--- src/rtl/b1r2_code_decoder.sv ---
// -----------------------------------------------------------------------------
// b1r2_code_decoder
//
// Receive side of the 3-to-4 b1_r2 line code. Each 4-bit code word
// (bit0=c0 .. bit3=c3) arriving on a valid/ready stream is checked against the
// code rules and split back into its symbol fields:
//   sym2     = c0
//   pair_eq  = ~c1                   (symbol bits 0 and 1 were equal)
//   pair_val = pair_eq ? c2^c0 : 0   (their common value)
// A word is valid iff c3 == ~c0 and not (c1 & c2).
//
// Decoded entries are buffered in a small output FIFO (FIFO_DEPTH = 2 or 4),
// with full/empty taken from an explicit occupancy counter. Invalid words are
// counted in a saturating counter and latched in a sticky flag. When the
// counter saturates, the block stops accepting (FLUSH state) until the FIFO
// has drained and clr_err has been seen.
//
// Optional build macro B1R2_DEC_DROP_INVALID_EN:
//   defined   - invalid words are accepted and counted but never buffered;
//               out_err is always 0.
//   undefined - invalid words are buffered with out_err = 1.
//
// Ports:
//   clk, rst_n        clock (rising edge) and asynchronous active-low reset
//   in_valid/in_ready code-word handshake; in_ready is a register and does
//                     not depend on out_ready
//   in_code[3:0]      code word c3..c0
//   out_valid/out_ready decoded-entry handshake
//   out_sym2, out_pair_eq, out_pair_val, out_err   head-of-FIFO fields
//   err_cnt[CNT_W-1:0] saturating count of accepted invalid words
//   err_sticky        set by the first invalid word
//   clr_err           synchronous clear of err_cnt/err_sticky, also releases
//                     FLUSH once the FIFO is empty
// -----------------------------------------------------------------------------
module b1r2_code_decoder #(
  parameter int CNT_W      = 8,
  parameter int FIFO_DEPTH = 2
) (
  input  logic             clk,
  input  logic             rst_n,
  input  logic             in_valid,
  output logic             in_ready,
  input  logic [3:0]       in_code,
  output logic             out_valid,
  input  logic             out_ready,
  output logic             out_sym2,
  output logic             out_pair_eq,
  output logic             out_pair_val,
  output logic             out_err,
  output logic [CNT_W-1:0] err_cnt,
  output logic             err_sticky,
  input  logic             clr_err
);

  // FIFO_DEPTH is limited to 2 or 4, so one or two pointer bits suffice and a
  // 3-bit occupancy counter covers 0..4.
  localparam int PTR_W = (FIFO_DEPTH > 2) ? 2 : 1;
  localparam int OCC_W = 3;

  localparam logic [PTR_W-1:0] LAST_PTR  = PTR_W'(FIFO_DEPTH - 1);
  localparam logic [OCC_W-1:0] DEPTH_OCC = OCC_W'(FIFO_DEPTH);
  localparam logic [OCC_W-1:0] OCC_ONE   = 3'd1;
  localparam logic [OCC_W-1:0] OCC_ZERO  = 3'd0;
  localparam logic [CNT_W-1:0] CNT_MAX   = {CNT_W{1'b1}};
  localparam logic [CNT_W-1:0] CNT_ZERO  = {CNT_W{1'b0}};
  localparam logic [CNT_W-1:0] CNT_ONE   = CNT_W'(1);

  typedef enum logic [0:0] {
    ST_RUN   = 1'b0,
    ST_FLUSH = 1'b1
  } state_t;

  // Code rule check: complementary end bits, and c1/c2 never both set.
  function automatic logic code_valid(input logic [3:0] c);
    return (c[3] == ~c[0]) && !(c[1] && c[2]);
  endfunction

  // Packs the recovered fields as {sym2, pair_eq, pair_val, err}.
  function automatic logic [3:0] decode_entry(input logic [3:0] c, input logic err);
    logic pair_eq;
    pair_eq = ~c[1];
    return {c[0], pair_eq, pair_eq & (c[2] ^ c[0]), err};
  endfunction

  // Pointer increment with explicit wrap at FIFO_DEPTH.
  function automatic logic [PTR_W-1:0] ptr_inc(input logic [PTR_W-1:0] p);
    return (p == LAST_PTR) ? {PTR_W{1'b0}} : (p + PTR_W'(1));
  endfunction

  logic [3:0]       mem_r [FIFO_DEPTH];
  logic [PTR_W-1:0] wr_ptr_r, rd_ptr_r;
  logic [PTR_W-1:0] wr_ptr_next_s, rd_ptr_next_s;
  logic [OCC_W-1:0] occ_r, occ_next_s;
  logic [3:0]       head_r, head_next_s;
  logic [3:0]       entry_s;
  logic             out_valid_r;

  state_t           state_r, state_next_s;
  logic             in_ready_r, in_ready_next_s;
  logic [CNT_W-1:0] err_cnt_r, err_cnt_next_s;
  logic             err_sticky_r, err_sticky_next_s;

  logic             word_valid_s;
  logic             accept_s;
  logic             push_s;
  logic             pop_s;

  // Decode the incoming word and derive the handshake events.
  always_comb begin
    word_valid_s = code_valid(in_code);
    accept_s     = in_valid & in_ready_r;
    pop_s        = out_valid_r & out_ready;
`ifdef B1R2_DEC_DROP_INVALID_EN
    entry_s      = decode_entry(in_code, 1'b0);
    push_s       = accept_s & word_valid_s;
`else
    entry_s      = decode_entry(in_code, ~word_valid_s);
    push_s       = accept_s;
`endif
  end

  // Next pointers, occupancy and head-of-FIFO contents.
  always_comb begin
    wr_ptr_next_s = wr_ptr_r;
    rd_ptr_next_s = rd_ptr_r;
    occ_next_s    = occ_r;
    head_next_s   = head_r;

    if (push_s) begin
      wr_ptr_next_s = ptr_inc(wr_ptr_r);
    end else begin
      wr_ptr_next_s = wr_ptr_r;
    end

    if (pop_s) begin
      rd_ptr_next_s = ptr_inc(rd_ptr_r);
    end else begin
      rd_ptr_next_s = rd_ptr_r;
    end

    case ({push_s, pop_s})
      2'b10:   occ_next_s = occ_r + OCC_ONE;
      2'b01:   occ_next_s = occ_r - OCC_ONE;
      default: occ_next_s = occ_r;
    endcase

    // A push that leaves exactly one entry means the pushed word is the new
    // head (either the FIFO was empty, or its only entry is popped now), so
    // it bypasses the storage array. Otherwise the head is already stored.
    if (push_s && (occ_next_s == OCC_ONE)) begin
      head_next_s = entry_s;
    end else if (occ_next_s != OCC_ZERO) begin
      head_next_s = mem_r[rd_ptr_next_s];
    end else begin
      head_next_s = head_r;
    end
  end

  // Error statistics; a clear on the same edge as an invalid word wins.
  always_comb begin
    err_cnt_next_s    = err_cnt_r;
    err_sticky_next_s = err_sticky_r;
    if (clr_err) begin
      err_cnt_next_s    = CNT_ZERO;
      err_sticky_next_s = 1'b0;
    end else if (accept_s && !word_valid_s) begin
      err_sticky_next_s = 1'b1;
      if (err_cnt_r != CNT_MAX) begin
        err_cnt_next_s = err_cnt_r + CNT_ONE;
      end else begin
        err_cnt_next_s = err_cnt_r;
      end
    end else begin
      err_cnt_next_s    = err_cnt_r;
      err_sticky_next_s = err_sticky_r;
    end
  end

  // Run/flush decision and the registered ready for the next cycle.
  always_comb begin
    state_next_s = state_r;
    case (state_r)
      ST_RUN: begin
        if (err_cnt_next_s == CNT_MAX) begin
          state_next_s = ST_FLUSH;
        end else begin
          state_next_s = ST_RUN;
        end
      end
      ST_FLUSH: begin
        // No words are accepted in FLUSH, so err_cnt can only have left
        // saturation through a clr_err seen earlier in this FLUSH episode.
        if ((occ_r == OCC_ZERO) && (clr_err || (err_cnt_r != CNT_MAX))) begin
          state_next_s = ST_RUN;
        end else begin
          state_next_s = ST_FLUSH;
        end
      end
      default: state_next_s = ST_RUN;
    endcase
    in_ready_next_s = (state_next_s == ST_RUN) && (occ_next_s != DEPTH_OCC);
  end

  // FIFO storage, pointers, occupancy and the registered head entry.
  always_ff @(posedge clk or negedge rst_n) begin
    if (!rst_n) begin
      for (int i = 0; i < FIFO_DEPTH; i++) begin
        mem_r[i] <= 4'b0000;
      end
      wr_ptr_r    <= {PTR_W{1'b0}};
      rd_ptr_r    <= {PTR_W{1'b0}};
      occ_r       <= OCC_ZERO;
      head_r      <= 4'b0000;
      out_valid_r <= 1'b0;
    end else begin
      if (push_s) begin
        mem_r[wr_ptr_r] <= entry_s;
      end
      wr_ptr_r    <= wr_ptr_next_s;
      rd_ptr_r    <= rd_ptr_next_s;
      occ_r       <= occ_next_s;
      head_r      <= head_next_s;
      out_valid_r <= (occ_next_s != OCC_ZERO);
    end
  end

  // Control FSM with its registered ready output.
  always_ff @(posedge clk or negedge rst_n) begin
    if (!rst_n) begin
      state_r    <= ST_RUN;
      in_ready_r <= 1'b0;
    end else begin
      state_r    <= state_next_s;
      in_ready_r <= in_ready_next_s;
    end
  end

  // Saturating invalid-word counter and sticky flag.
  always_ff @(posedge clk or negedge rst_n) begin
    if (!rst_n) begin
      err_cnt_r    <= CNT_ZERO;
      err_sticky_r <= 1'b0;
    end else begin
      err_cnt_r    <= err_cnt_next_s;
      err_sticky_r <= err_sticky_next_s;
    end
  end

  assign in_ready     = in_ready_r;
  assign out_valid    = out_valid_r;
  assign out_sym2     = head_r[3];
  assign out_pair_eq  = head_r[2];
  assign out_pair_val = head_r[1];
  assign out_err      = head_r[0];
  assign err_cnt      = err_cnt_r;
  assign err_sticky   = err_sticky_r;

endmodule

--- config.mk ---
export PLATFORM = sky130hd
export DESIGN_NAME = b1r2_code_decoder
export DESIGN_NICKNAME = d
export VERILOG_FILES = /design/src/rtl/b1r2_code_decoder.sv
export SDC_FILE = /design/constraint.sdc
export NUM_CORES = 1
export LEC_CHECK = 0
export CORE_ASPECT_RATIO = 1.5
export CORE_MARGIN = 2
export CORE_UTILIZATION = 53
export DETAILED_ROUTE_END_ITERATION = 10
export PLACE_DENSITY = 0.81
export REMOVE_ABC_BUFFERS = 1
export SETUP_SLACK_MARGIN = 0.15
export SLEW_MARGIN = 40
export SYNTH_ARGS = -nofsm -noshare
export SYNTH_HDL_FRONTEND = slang
export SYNTH_SLANG_ARGS = --single-unit
export TNS_END_PERCENT = 30
--- constraint.sdc ---
create_clock -name clk -period 3.7 [get_ports clk]
set_input_delay 0.37 -clock clk [delete_from_list [all_inputs] [get_ports clk]]
set_output_delay 0.37 -clock clk [all_outputs]
set_load 0.005 [all_outputs]
==> flow_summary.toml <==
[placement]
finalWeightedCongestion = 0.8573
port_buffers = 23
hpwl_mm = 2.467

[sta]
setup_violations = 0
relSlewSlack_pct = 58.00
period_minus_slack_ns = 2.979
finalCritPeriodShare_pct = 80.52
skew_ns = 0.005354
hold_violations = 0
slew_violations = 0
worst_pin_slew_ns = 0.6279
fmax_ghz = 0.3357
tns_ns = 0
rsz0062_at_grt = "false"

[clock_tree]
cts.sinks = 29
clk_pin_slew_worst_paths_ns = 0.06
clk_path_buf_depth = 2
cts_hold_buf = 0
cts-root-buf = "clkbuf_8"
postCtsSetupBuffers = 0
cts_max_level = 2
clkLatencyLatePin_ns = 0.29
cts_resized = 0
cts_tree = "built"
cts_buffers = 5

[grt]
grt_max_degree = 30
antenna_found_initial = 0
grt_pass1_wl_mm = 5.554
grt_pass1_vias = 1242
grt_overflow = 0
grt_use_total_pct = 23.35

[synth]
yosys_most_used_dff = "dfrtp_1"
async_flop_share_pct = 100.0
synthCells = 147
synth_edf_count = 0
seq_area_frac_synth_pct = 47.62
yosys_warnings = 0
syn_avg_cell_area_um2 = 10.37
ys_types = 37
synth_seq_cells = 29
synth_area_um2 = 1524

[floorplan]
dieArea_um2 = 3329
coreArea_um2 = 2705
rows = 23
start_util_pct = 56.34
die_w_um = 47.78
die_height_um = 69.68
io_pins = 24

[power_and_ir_drop]
ir_drop_mv = 0.4557
powerDensity_nw_per_um2 = 684.6
p_leak_nw = 0.8258

[layout]
antenna_cells = 0
fill_cells = 225
utilization_pct = 70.86
drive_gt1_share_pct = 15.25
nNetsFinal = 188
syn2layout_area_growth_pct = 25.78

[route]
finalWirelength_mm = 3.333
drtAntennaViolNets = 0
dr.pass1.iters = 4
num_vias = 1225
via_per_inst = 5.724
routedWlPerCell_um = 15.57
drtIter0Drc = 27
drc = 0

[setup_path]
required_ns = 3.87
worst_setup_path_start_kind = "input pin"
end_kind = "flip-flop"
path_cells = "clkdlybuf4s50_1 -> nand2_1 -> ha_1 -> inv_1 -> fa_1 -> xor2_1 -> or3_1 -> nand4_1 -> mux2_2 -> mux2_2"
regToRegSetupSlack_ns = 0.85
worstSetupPathType = "input pin to flip-flop"
cpMostUsedCell = "mux2_2"
worst_ep_arrival_time_ns = 3.15
crit_fanout = 9
critPathMaxStageDelay_ns = 0.43
cp_slowest_cell = "clkdlybuf4s50_1"

[worst_hold_path]
min_path_type = "input pin to async pin"

[run]
cap_violations = 0

[status]
status = "finished clean"
-- synth_stat cells (2+ instances only) --
master | instances | area (µm²)
a2111oi_0 | 2 | 17.52
a21oi_1 | 5 | 25.02
and2_1 | 2 | 12.51
clkbuf_1 | 2 | 7.510
dfrtp_1 | 29 | 725.7
ha_1 | 2 | 25.02
inv_1 | 9 | 33.78
mux2_2 | 11 | 123.9
mux2i_1 | 7 | 70.07
nand2_1 | 19 | 71.32
nand2b_1 | 2 | 12.51
nand3_1 | 5 | 25.02
nand4_1 | 4 | 25.02
nor2_1 | 9 | 33.78
nor2b_1 | 3 | 18.77
nor3_1 | 2 | 10.01
o21ai_0 | 8 | 40.04
or3_1 | 2 | 12.51
xor2_1 | 6 | 52.55
-- sequential cells by signal (all words and copies together) (netlist names) --
name        count
out_valid       1
in_ready        1
mem_r           8
occ_r           3
err_sticky      1
head_r          4
wr_ptr_r        1
rd_ptr_r        1
err_cnt         8
state_r         1
-- critical path, delay by kind of cell --
| family | cells | cell delay, ns |
|---|---|---|
| simple gates | 3 | 0.87 |
| xor+xnor | 1 | 0.16 |
| buf+inv | 2 | 0.49 |
| mux | 2 | 0.62 |
| fa+ha+maj | 2 | 0.63 |
-- layer usage --
| layer | up-vias | share of wire (%) | track usage [%] |
|---|---|---|---|
| li1 | 574 | - | - |
| met1 | 594 | 38 | 25.51 |
| met2 | 46 | 54 | 38.07 |
| met3 | 11 | 5.1 | 7.292 |
| met4 | 0 | 2.9 | 11.71 |
| met5 | - | 0 | 0 |
-- cells by family (layout without fill, tap and decap cells) --
group,after synthesis,count (layout),share of synthesized area [%]
compound gates,23,23,10.51
xor+xnor,8,8,5.091
fa+ha+maj,3,3,2.955
buf+inv,11,41,2.709
flops,29,29,47.62
mux,18,18,12.73
simple gates,55,55,18.39
-- area by class of cell --
cell class,instances,area [µm²],area share (%)
clock buffer,7,86.33,4.504
clock inverter,1,30.03,1.567
inverter,9,33.78,1.762
multi-input combinational,107,757.0,39.49
sequential,29,725.7,37.86
tap,37,46.29,2.415
timing repair buffer,24,237.7,12.40
-- stage by stage --
stage | setup slack [ns] | instance area (µm²) | instances | power [W] | hold WS [ns]
global route | 0.5760 | 1917 | 214 | 0.001405 | 0.5154
global placement | 0.5378 | 1800 | 206 | 0.0009503 | 0.4630
finish | 0.7208 | 1917 | 214 | 0.001312 | 0.4679
floorplan | 1.062 | 1516 | 145 | 0.0008069 | 0.07441
CTS | 0.7360 | 1917 | 214 | 0.001323 | 0.4752
detailed placement | 0.4361 | 1800 | 206 | 0.0009822 | 0.4697
-- power breakdown --
part / internal [W] / switching (W) / total, W
Sequential: 0.000425 / 0.0000595 / 0.000484
Combinational: 0.000248 / 0.000245 / 0.000492
Clock: 0.000219 / 0.000117 / 0.000336
Total: 0.000892 / 0.000421 / 0.00131
-- final timing paths --
kind | endpoint | from | depth (start not counted)
max | head_r[3] | in_valid | 10
min | out_valid | rst_n | 2
max reg2reg | head_r[3] | in_ready | 9
min reg2reg | mem_r[2] | mem_r[2] | 2
max in group asynchronous | mem_r[6] | rst_n | 2
min in group clk | mem_r[2] | mem_r[2] | 2
-- cells in the final DEF, fill, tap and decap left out, drive strengths merged, types with 3 or more instances in the layout --
| cell type | count |
|---|---|
| a2111oi | 3 |
| a21oi | 6 |
| and2 | 3 |
| clkbuf | 7 |
| clkdlybuf4s50 | 23 |
| dfrtp | 29 |
| inv | 9 |
| mux2 | 11 |
| mux2i | 7 |
| nand2 | 19 |
| nand3 | 6 |
| nand4 | 4 |
| nor2 | 9 |
| nor2b | 3 |
| o21ai | 8 |
| xor2 | 7 |
(Power assumes the default switching activity.)
